==> config.mk <==
export PLATFORM = sky130hd
export DESIGN_NAME = combat_controller_flat
export DESIGN_NICKNAME = d
export VERILOG_FILES = /design/src/rtl/combat_if.sv /design/src/rtl/combat_controller.sv /design/src/flat_wrapper.sv
export SDC_FILE = /design/constraint.sdc
export NUM_CORES = 1
export LEC_CHECK = 0
export CAP_MARGIN = 20
export CORE_ASPECT_RATIO = 1.25
export CORE_MARGIN = 2
export CORE_UTILIZATION = 58
export CTS_CLUSTER_DIAMETER = 50
export DETAILED_ROUTE_END_ITERATION = 7
export PLACE_DENSITY_LB_ADDON = 0.25
export SYNTH_ARGS = -nofsm -noshare
export SYNTH_HDL_FRONTEND = slang
export SYNTH_SLANG_ARGS = --single-unit
==> constraint.sdc <==
create_clock -name clk -period 4.2 [get_ports clk]
set_clock_uncertainty 0.2 [all_clocks]
set_input_delay 0.84 -clock clk [delete_from_list [all_inputs] [get_ports clk]]
set_output_delay 0.84 -clock clk [all_outputs]
set_load 0.05 [all_outputs]
==> src/rtl/combat_if.sv <==
// Signal bundle between the game logic and the combat controller.
// The master drives the frame tick and player inputs; the slave returns health, flags, FSM state and timer.
interface combat_if;
  logic       frame_tick;
  logic       start;
  logic       p1_attack;
  logic       p2_attack;
  logic       p1_colliding;
  logic       p2_colliding;
  logic [4:0] health_l;
  logic [4:0] health_r;
  logic       p1_attacking;
  logic       p2_attacking;
  logic       p1_stun;
  logic       p2_stun;
  logic [1:0] state;
  logic [1:0] winner;
  logic [6:0] round_time;

  modport master (
    output frame_tick, start, p1_attack, p2_attack, p1_colliding, p2_colliding,
    input  health_l, health_r, p1_attacking, p2_attacking, p1_stun, p2_stun,
           state, winner, round_time
  );

  modport slave (
    input  frame_tick, start, p1_attack, p2_attack, p1_colliding, p2_colliding,
    output health_l, health_r, p1_attacking, p2_attacking, p1_stun, p2_stun,
           state, winner, round_time
  );
endinterface

==> src/rtl/combat_controller.sv <==
// Two-player combat FSM (IDLE/FIGHT/KO) with cooldown, hitstun and health, updated once per frame_tick.
// Optional round timer: define ROUND_TIMER_EN to enable a 99-second timeout.
module combat_controller #(
  parameter int MAX_HEALTH      = 31,
  parameter int DAMAGE          = 4,
  parameter int COOLDOWN_FRAMES = 20,
  parameter int ACTIVE_FRAMES   = 6,
  parameter int HITSTUN_FRAMES  = 10
) (
  input logic     clk,
  input logic     reset,
  combat_if.slave bus
);
  typedef enum logic [1:0] {S_IDLE = 2'b00, S_FIGHT = 2'b01, S_KO = 2'b10} state_t;

  localparam logic [4:0] HMAX   = 5'(MAX_HEALTH);
  localparam logic [4:0] DMG    = 5'(DAMAGE);
  localparam logic [7:0] CD_LD  = 8'(COOLDOWN_FRAMES);
  localparam logic [7:0] ATK_TH = 8'(COOLDOWN_FRAMES - ACTIVE_FRAMES);
  localparam logic [7:0] ST_LD  = 8'(HITSTUN_FRAMES);

  state_t     r_state, w_state_nx;
  logic [4:0] r_hl, r_hr, w_hl_nx, w_hr_nx;
  logic [7:0] r_cd1, r_cd2, r_st1, r_st2;
  logic [7:0] w_cd1_nx, w_cd2_nx, w_st1_nx, w_st2_nx;
  logic [1:0] r_win, w_win_nx;
  logic       r_a1, r_a2, r_s1, r_s2;
  logic       w_acc1, w_acc2;
`ifdef ROUND_TIMER_EN
  logic [6:0] r_rt, w_rt_nx;
  logic [5:0] r_fc, w_fc_nx;
`endif

  function automatic logic [7:0] dec8(input logic [7:0] v);
    return (v == 8'd0) ? v : v - 8'd1;
  endfunction

  function automatic logic [4:0] hit(input logic [4:0] h);
    return (h > DMG) ? h - DMG : 5'd0;
  endfunction

  // Higher health wins; equal (including both zero) is a draw.
  function automatic logic [1:0] judge(input logic [4:0] hl, input logic [4:0] hr);
    if (hl == hr)     return 2'b11;
    else if (hl > hr) return 2'b01;
    else              return 2'b10;
  endfunction

  always_comb begin
    w_state_nx = r_state;
    w_hl_nx    = r_hl;
    w_hr_nx    = r_hr;
    w_cd1_nx   = r_cd1;
    w_cd2_nx   = r_cd2;
    w_st1_nx   = r_st1;
    w_st2_nx   = r_st2;
    w_win_nx   = r_win;
    w_acc1     = 1'b0;
    w_acc2     = 1'b0;
`ifdef ROUND_TIMER_EN
    w_rt_nx    = r_rt;
    w_fc_nx    = r_fc;
`endif
    if (bus.frame_tick) begin
      w_cd1_nx = dec8(r_cd1);
      w_cd2_nx = dec8(r_cd2);
      w_st1_nx = dec8(r_st1);
      w_st2_nx = dec8(r_st2);
      unique case (r_state)
        S_IDLE, S_KO: begin
          if (bus.start) begin
            w_state_nx = S_FIGHT;
            w_hl_nx    = HMAX;
            w_hr_nx    = HMAX;
            w_cd1_nx   = 8'd0;
            w_cd2_nx   = 8'd0;
            w_st1_nx   = 8'd0;
            w_st2_nx   = 8'd0;
            w_win_nx   = 2'b00;
`ifdef ROUND_TIMER_EN
            w_rt_nx    = 7'd99;
            w_fc_nx    = 6'd0;
`endif
          end
        end
        S_FIGHT: begin
          w_acc1 = bus.p1_attack && (r_cd1 == 8'd0) && (r_st1 == 8'd0);
          w_acc2 = bus.p2_attack && (r_cd2 == 8'd0) && (r_st2 == 8'd0);
          if (w_acc1) w_cd1_nx = CD_LD;
          if (w_acc2) w_cd2_nx = CD_LD;
          // Both landings are evaluated from pre-tick state so a trade is symmetric.
          if (w_acc1 && bus.p1_colliding) begin
            w_hr_nx  = hit(r_hr);
            w_st2_nx = ST_LD;
          end
          if (w_acc2 && bus.p2_colliding) begin
            w_hl_nx  = hit(r_hl);
            w_st1_nx = ST_LD;
          end
          if ((w_hl_nx == 5'd0) || (w_hr_nx == 5'd0)) begin
            w_state_nx = S_KO;
            w_win_nx   = judge(w_hl_nx, w_hr_nx);
          end
`ifdef ROUND_TIMER_EN
          else if (r_fc == 6'd59) begin
            w_fc_nx = 6'd0;
            w_rt_nx = r_rt - 7'd1;
            if (r_rt == 7'd1) begin
              w_state_nx = S_KO;
              w_win_nx   = judge(w_hl_nx, w_hr_nx);
            end
          end else begin
            w_fc_nx = r_fc + 6'd1;
          end
`endif
        end
        default: w_state_nx = S_IDLE;
      endcase
    end
  end

  always_ff @(posedge clk) begin
    if (reset) begin
      r_state <= S_IDLE;
      r_hl    <= HMAX;
      r_hr    <= HMAX;
      r_cd1   <= 8'd0;
      r_cd2   <= 8'd0;
      r_st1   <= 8'd0;
      r_st2   <= 8'd0;
      r_win   <= 2'b00;
      r_a1    <= 1'b0;
      r_a2    <= 1'b0;
      r_s1    <= 1'b0;
      r_s2    <= 1'b0;
`ifdef ROUND_TIMER_EN
      r_rt    <= 7'd99;
      r_fc    <= 6'd0;
`endif
    end else begin
      r_state <= w_state_nx;
      r_hl    <= w_hl_nx;
      r_hr    <= w_hr_nx;
      r_cd1   <= w_cd1_nx;
      r_cd2   <= w_cd2_nx;
      r_st1   <= w_st1_nx;
      r_st2   <= w_st2_nx;
      r_win   <= w_win_nx;
      r_a1    <= (w_cd1_nx > ATK_TH);
      r_a2    <= (w_cd2_nx > ATK_TH);
      r_s1    <= (w_st1_nx != 8'd0);
      r_s2    <= (w_st2_nx != 8'd0);
`ifdef ROUND_TIMER_EN
      r_rt    <= w_rt_nx;
      r_fc    <= w_fc_nx;
`endif
    end
  end

  assign bus.state        = r_state;
  assign bus.health_l     = r_hl;
  assign bus.health_r     = r_hr;
  assign bus.winner       = r_win;
  assign bus.p1_attacking = r_a1;
  assign bus.p2_attacking = r_a2;
  assign bus.p1_stun      = r_s1;
  assign bus.p2_stun      = r_s2;
`ifdef ROUND_TIMER_EN
  assign bus.round_time   = r_rt;
`else
  assign bus.round_time   = 7'd0;
`endif
endmodule

==> src/flat_wrapper.sv <==
// flat-port wrapper written by rule: the top's interface ports become plain ports
module combat_controller_flat 
#(
  parameter int MAX_HEALTH      = 31,
  parameter int DAMAGE          = 4,
  parameter int COOLDOWN_FRAMES = 20,
  parameter int ACTIVE_FRAMES   = 6,
  parameter int HITSTUN_FRAMES  = 10
)
  (clk, reset, bus_frame_tick, bus_start, bus_p1_attack, bus_p2_attack, bus_p1_colliding, bus_p2_colliding, bus_health_l, bus_health_r, bus_p1_attacking, bus_p2_attacking, bus_p1_stun, bus_p2_stun, bus_state, bus_winner, bus_round_time);
  combat_if bus_i ();
  input logic clk;
  input logic reset;
  input wire logic [$bits(bus_i.frame_tick)-1:0] bus_frame_tick;
  input wire logic [$bits(bus_i.start)-1:0] bus_start;
  input wire logic [$bits(bus_i.p1_attack)-1:0] bus_p1_attack;
  input wire logic [$bits(bus_i.p2_attack)-1:0] bus_p2_attack;
  input wire logic [$bits(bus_i.p1_colliding)-1:0] bus_p1_colliding;
  input wire logic [$bits(bus_i.p2_colliding)-1:0] bus_p2_colliding;
  output wire logic [$bits(bus_i.health_l)-1:0] bus_health_l;
  output wire logic [$bits(bus_i.health_r)-1:0] bus_health_r;
  output wire logic [$bits(bus_i.p1_attacking)-1:0] bus_p1_attacking;
  output wire logic [$bits(bus_i.p2_attacking)-1:0] bus_p2_attacking;
  output wire logic [$bits(bus_i.p1_stun)-1:0] bus_p1_stun;
  output wire logic [$bits(bus_i.p2_stun)-1:0] bus_p2_stun;
  output wire logic [$bits(bus_i.state)-1:0] bus_state;
  output wire logic [$bits(bus_i.winner)-1:0] bus_winner;
  output wire logic [$bits(bus_i.round_time)-1:0] bus_round_time;
  assign bus_i.frame_tick = bus_frame_tick;
  assign bus_i.start = bus_start;
  assign bus_i.p1_attack = bus_p1_attack;
  assign bus_i.p2_attack = bus_p2_attack;
  assign bus_i.p1_colliding = bus_p1_colliding;
  assign bus_i.p2_colliding = bus_p2_colliding;
  assign bus_health_l = bus_i.health_l;
  assign bus_health_r = bus_i.health_r;
  assign bus_p1_attacking = bus_i.p1_attacking;
  assign bus_p2_attacking = bus_i.p2_attacking;
  assign bus_p1_stun = bus_i.p1_stun;
  assign bus_p2_stun = bus_i.p2_stun;
  assign bus_state = bus_i.state;
  assign bus_winner = bus_i.winner;
  assign bus_round_time = bus_i.round_time;
  combat_controller #(.MAX_HEALTH(MAX_HEALTH), .DAMAGE(DAMAGE), .COOLDOWN_FRAMES(COOLDOWN_FRAMES), .ACTIVE_FRAMES(ACTIVE_FRAMES), .HITSTUN_FRAMES(HITSTUN_FRAMES)) u_core (.clk(clk), .reset(reset), .bus(bus_i));
endmodule
* After elaboration in Yosys (flattened, before gate mapping) *
Cells that the tools add are included.
Widths: inputs -> output; s select.

operators by class
  add/subtract/negate cells = 6
  multiply operators = 0
  div/mod/pow operators = 0
  $lt $le $gt $ge = 5
  equality and inequality tests = 5
  shift operators = 0
  multiplexer cells = 39
  bitwise operators = 0
  reduce and logical (&&, ||, !) cells = 21

operator list
  operator             count
  $mux 8               16
  $pmux 8 s2           4
  $mux 5               9
  $logic_not 8->1      4
  $sub 8x1->8 const B  4
  $pmux 5 s2           2
  $gt 8x4->1 const B   2
  $reduce_bool 8->1    2
  $mux 2               6
  $gt 5x3->1 const B   2
  $logic_not 5->1      2
  $sub 5x3->5 const B  2
  $pmux 2 s2           2
  $logic_and 1x1->1    6
  $reduce_and 3->1     2
  $eq 5x5->1           1
  $gt 5x5->1           1
  $reduce_and 4->1     1
  $eq 2x1->1 const B   1
  $eq 2x2->1 const B   1
  $logic_not 2->1      1
  $ne 2x1->1 const B   1
  $ne 2x2->1 const B   1
  $reduce_bool 2->1    1
  other kinds (2)      2

word-level totals
  flip-flop bits (word level) = 50
  bits in latches = 0
  bits in writable memories = 0
  bits in read-only memories = 0
  input bits = 8
  output and inout port bits = 25
  word-level logic and storage cells = 88
  memories = 0

* Logic depth before layout (Yosys ltp) *
  word-level depth = 12
  depth in mapped cells = 14
  depth with buffers taken out = 13

* Least setup slack after synthesis *
OpenSTA, ideal clock, no wires.

  path type = register -> register
  from = register u_core.r_cd2[0]
  to = register u_core.r_win[0], in the netlist u_core.bus.winner[0]
  setup time = 0.135 ns
  arrival time = 3.057 ns
  required time = 3.865 ns
  slack = 0.808 ns
  stages on the path, launching flop included = 15
  buffers on the path = 1
  period minus slack after synthesis = 3.392 ns
  path through = dfxtp_1 inv_1 ha_1 or3b_2 nand4bb_4 buf_6 or3_1 and2_1 ha_1 nor2b_1 o21a_1 o21a_1 o31a_1 nor2_1 o221ai_1

between the ends
  cells in the longest elaborated chain, start to end = 12
  elaborated cells on any way between the ends = 17
  classes of those cells = order compare: 1; eq/ne: 2; mux: 7; reduce/logical: 7

ends and longest elaborated chain
  what                                 RTL line                  text
  start, declared                      combat_controller.sv:24   logic [7:0] r_cd1, r_cd2, r_st1, r_st2;
  start signal, assigned               combat_controller.sv:145  r_cd2 <= w_cd2_nx;
  $logic_not 8->1 (*)                  combat_controller.sv:88   w_acc2 = bus.p2_attack && (r_cd2 == 8'd0) && (r_st2 == 8'd0);
  $logic_and 1x1->1 (*) (2 in series)  combat_controller.sv:88
  $logic_and 1x1->1 (*)                combat_controller.sv:96   if (w_acc2 && bus.p2_colliding) begin
  $mux 5 (*)                           combat_controller.sv:96
  $mux 5 (*)                           combat_controller.sv:69   unique case (r_state)
  $mux 5 (*)                           combat_controller.sv:64   if (bus.frame_tick) begin
  $gt 5x5->1                           combat_controller.sv:45   else if (hl > hr) return 2'b01;
  $mux 2                               combat_controller.sv:45
  $mux 2                               combat_controller.sv:44   if (hl == hr) return 2'b11;
  $mux 2                               combat_controller.sv:100  if ((w_hl_nx == 5'd0) || (w_hr_nx == 5'd0)) begin
  $pmux 2 s2                           combat_controller.sv:69
  end signal, assigned                 combat_controller.sv:148  r_win <= w_win_nx;
  end, declared                        combat_controller.sv:26   logic [1:0] r_win, w_win_nx;

Every way passes the cells marked *; elsewhere a longest branch is shown, timed or not. The select of a mux whose other input is x is not followed.
A chain may end at the register's enable or synchronous reset.

* Final worst setup path *
Same ends and word-level chain as after synthesis.

==> summary.md <==
| Metric | Value |
|---|---|
| Critical path startpoint category | flip-flop |
| First-pass GRT wire length | 14.00 mm |
| Count of final max-slew check failures | 0 |
| Synthesized netlist cell count | ~440 |
| Seq cells post-synth | 50 |
| DR pass1 iterations | 5 |
| Number of warning messages in the yosys log | 0 |
| R2R cell count | 13 |
| Largest stage delay on the critical path | 0.50 ns |
| I/O pin total | 33 |
| Initial antenna violation count | 0 |
| Average cell area after synthesis | between 7 and 8 µm² |
| Count of final setup violators | 0 |
| CP Data Arrival Time | 3.61 ns |
| Master cell of the clock root buffer | sky130_fd_sc_hd__clkbuf_8 |
| Standard-cell rows | 31 |
| CP top delay family | simple AND/OR/NAND/NOR gates |
| Static leakage power | 1.435 nW |
| Achievable Freq | 275.8 MHz |
| Clock latency of the later-clocked register in the worst-skew pair | roughly 0.31 ns |
| Total power density per cell area | 779.9 nW/µm² |
| Post-CTS Setup Repair Bufs | 0 |
| Depth of the critical timing path with buffers and inverters included | 13 |
| Slew HR | between 50% and 60% |
| Required time of the worst setup path | 4.18 ns |
| Detailed-route wire length per cell | about 16 µm |
| Deepest level of the CTS H-tree | 2 |
| Critical path peak fanout | 9 |
| Total number of vias | 3,334 |
| CP max stage cell | sky130_fd_sc_hd__or3b_2 |
| Share of layout cells above drive strength 1 | 5.960% |
| Clock-pin slew reported for the worst setup and hold paths after clock tree synthesis | 0.09 ns |
| Initial core utilization | between 50% and 60% |
| Distinct cell type count after synthesis | 74 |
| Largest net degree at the start of global routing | 49 |
| Switching power as a share of total power | 48.00% |
| Area Growth Syn to Fin | 10.35% |
| Worst VDD drop | ~440 µV |
| Power dissipated by switching net loads | about 0.0014 W |
| Setup TNS | 0 ns |
| Type of the most critical hold path | flip-flop to flip-flop |
| Synth area leader | sky130_fd_sc_hd__dfxtp_1 |
| Number of design-rule violations left by the first detailed-router iteration | 280 |
| Global routing usage summed across all routing layers | 27.21% |
| Ratio of routed vias to standard cells | about 6.4 |
| Final core utilization | 65.30% |
| Shortest clock period the worst path allows after layout | 3.626 ns |
| Port Buffers | 25 |
| Total Die Area | 6489 µm² |
| Async set or reset register ratio after synthesis | 0% |
| Final routed wirelength across all metal layers | 8.440 mm |
| Final ANT Viol Nets | 0 |
| Bufs and invs on worst path | 1 |
| Post-synth top area share | 29.47% |
| Core footprint | between 5000 and 6000 µm² |
| Sequential cell fraction of total power | 26.8% |
| Number of enable flip-flop cells after synthesis | 0 |
| Die Span X | 72.45 µm |
| Number of buffers on the longest clock path | 2 |
| Run status | finished, final reports clean |
| Synth Cell Area | 3397 µm² |
| Total CTS buffers | 5 |
| Sinks on Clock Net | 50 |
| Unrepaired setup endpoints after global routing | false |
| Post-DP HPWL | 6.180 mm |
| Kind of critical path | flip-flop to flip-flop |
| Number of gates given a new drive strength after cts | 0 |
| Critical path capture point type | flip-flop |
| Vias in the first global route | 3,017 |
| Fill cell count | 511 |
| Number of remaining DRC errors | 0 |
| Cells on Worst Hold Path | 2 |
| Main flop type after synthesis | sky130_fd_sc_hd__dfxtp_1 |
| Total of max-cap violations | 0 |
| Cell types with the largest area share after synthesis | sky130_fd_sc_hd__dfxtp_1, sky130_fd_sc_hd__ha_1, sky130_fd_sc_hd__nor2_1 |
| Share of synthesized area occupied by flip-flops and latches | 29.47% |
| TritonCTS clock tree | yes |
| CP cell instances | inv_1, ha_1, or3b_2, nand4bb_4, or3_1, and2_1, ha_1, nor2b_1, o21a_1, o21a_1, o31a_1, nor2_1, o221ai_1 |
| Combinational cell fraction of total power | 61.2% |
| Clock power frac | 12.0% |
| Final number of hold-violating endpoints | 0 |
| Final GP Congestion | 0.9509 |
| Leading post-synthesis cells by instance count | sky130_fd_sc_hd__nor2_1, sky130_fd_sc_hd__dfxtp_1, sky130_fd_sc_hd__nand2_1, sky130_fd_sc_hd__o21ai_0, sky130_fd_sc_hd__a21oi_1 |
| Slew at the pin closest to its max-slew limit | approximately 0.70 ns |
| Number of inserted diodes | 0 |
| Ratio of final minimum period to clock period | 86.33% |
| Net total in the final layout | 478 |
| Leading cell type by number of instances after synthesis | sky130_fd_sc_hd__nor2_1 |
| Pint | 0.001520 W |
| Floorplan die height | 89.57 µm |
| Total global routing overflow | 0 |
| Hold buffers post-CTS | 0 |
cells in the final DEF, fill, tap and decap left out, types with 6 or more instances in the layout:
cell type,instances
sky130_fd_sc_hd__conb_1,7
sky130_fd_sc_hd__o31ai_1,6
sky130_fd_sc_hd__and2_1,7
sky130_fd_sc_hd__ha_1,17
sky130_fd_sc_hd__inv_1,23
sky130_fd_sc_hd__a21oi_1,26
sky130_fd_sc_hd__nand2_1,40
sky130_fd_sc_hd__clkbuf_8,6
sky130_fd_sc_hd__o21ai_0,28
sky130_fd_sc_hd__a31oi_1,6
sky130_fd_sc_hd__dfxtp_1,50
sky130_fd_sc_hd__nand4_1,6
sky130_fd_sc_hd__nor4_1,10
sky130_fd_sc_hd__nand3_1,8
sky130_fd_sc_hd__nor2_1,56
sky130_fd_sc_hd__nor3_1,14
sky130_fd_sc_hd__clkdlybuf4s50_1,25
final cells by class:
cell class | count | area (µm²) | share of cell area (%)
Multi-Input combinational cell | 345 | 2193 | 58.51
Timing Repair Buffer | 28 | 272.8 | 7.276
Clock buffer | 6 | 82.58 | 2.203
Sequential cell | 50 | 1001 | 26.70
Clock inverter | 1 | 30.03 | 0.8011
Inverter | 23 | 86.33 | 2.303
Tap cell | 66 | 82.58 | 2.203
worst register-to-register path: cells and delay by family, from the launching register on:
kind,cells,cell delay (ns)
buffers and inverters,1,0.12
AND/OR/NAND/NOR,6,1.67
adder cells (fa/ha/maj),2,0.47
flip-flops,1,0.34
AO/OA/AOI/OAI,4,0.70
power by group through the flow:
stage	logic [W]	clock network, W	registers [W]
after floorplan	0.00147	0	0.000787
after detailed placement	0.00177	0	0.000790
after global routing	0.00200	0.000374	0.000806
final	0.00179	0.000352	0.000784
after global placement	0.00173	0	0.000782
after CTS	0.00178	0.000360	0.000779
layer usage:
metal	vias to the layer above	wire (µm)	GRT usage (%)
met1	1551	3491	32.76
met3	21	488	3.833
met2	123	4244	49.21
met5	-	0	0
met4	0	215	9.933
li1	1639	-	-
registers in the layout (all words and copies together), names as in the netlist:
name / count
u_core.r_cd2: 8
u_core.r_cd1: 8
u_core.bus.p1_stun: 1
u_core.bus.state: 2
u_core.r_st1: 8
u_core.r_st2: 8
u_core.bus.p1_attacking: 1
u_core.bus.p2_attacking: 1
u_core.bus.p2_stun: 1
u_core.bus.health_r: 5
u_core.bus.winner: 2
u_core.bus.health_l: 5
final timing paths:
path / from / endpoint / slack, ns
worst max-delay path: u_core.r_cd2[0]$_SDFF_PP0_ / u_core.bus.winner[0]$_SDFFE_PP0P_ / 0.57
worst min-delay path: u_core.r_cd1[1]$_SDFF_PP0_ / u_core.r_cd1[1]$_SDFF_PP0_ / 0.33
worst max register to register: u_core.r_cd2[0]$_SDFF_PP0_ / u_core.bus.winner[0]$_SDFFE_PP0P_ / 0.57
worst min register to register: u_core.r_cd1[1]$_SDFF_PP0_ / u_core.r_cd1[1]$_SDFF_PP0_ / 0.33
kinds of logic after synthesis:
| logic type | after synthesis | share of synthesized area (%) |
|---|---|---|
| AND/OR/NAND/NOR | 183 | 29.02 |
| adder cells (fa/ha/maj) | 17 | 6.261 |
| multiplexers | 4 | 1.179 |
| other | 1 | 0.1104 |
| buffers and inverters | 50 | 6.629 |
| AO/OA/AOI/OAI | 131 | 26.56 |
| flip-flops | 50 | 29.47 |
| XOR/XNOR | 3 | 0.7736 |
per-stage QoR:
stage               cells  area [µm²]  hold WS [ns]  power [W]  setup slack [ns]
CTS                   519        3749        0.3327   0.002919            0.5852
finish                519        3749        0.3295   0.002924            0.5741
global placement      512        3636        0.3060   0.002514            0.4750
detailed placement    512        3636        0.3114   0.002560            0.3437
global route          519        3749        0.3595   0.003185            0.3885
floorplan             445        3420        0.2699   0.002253            0.8083
Note: power is estimated with default switching activity, not from simulation.
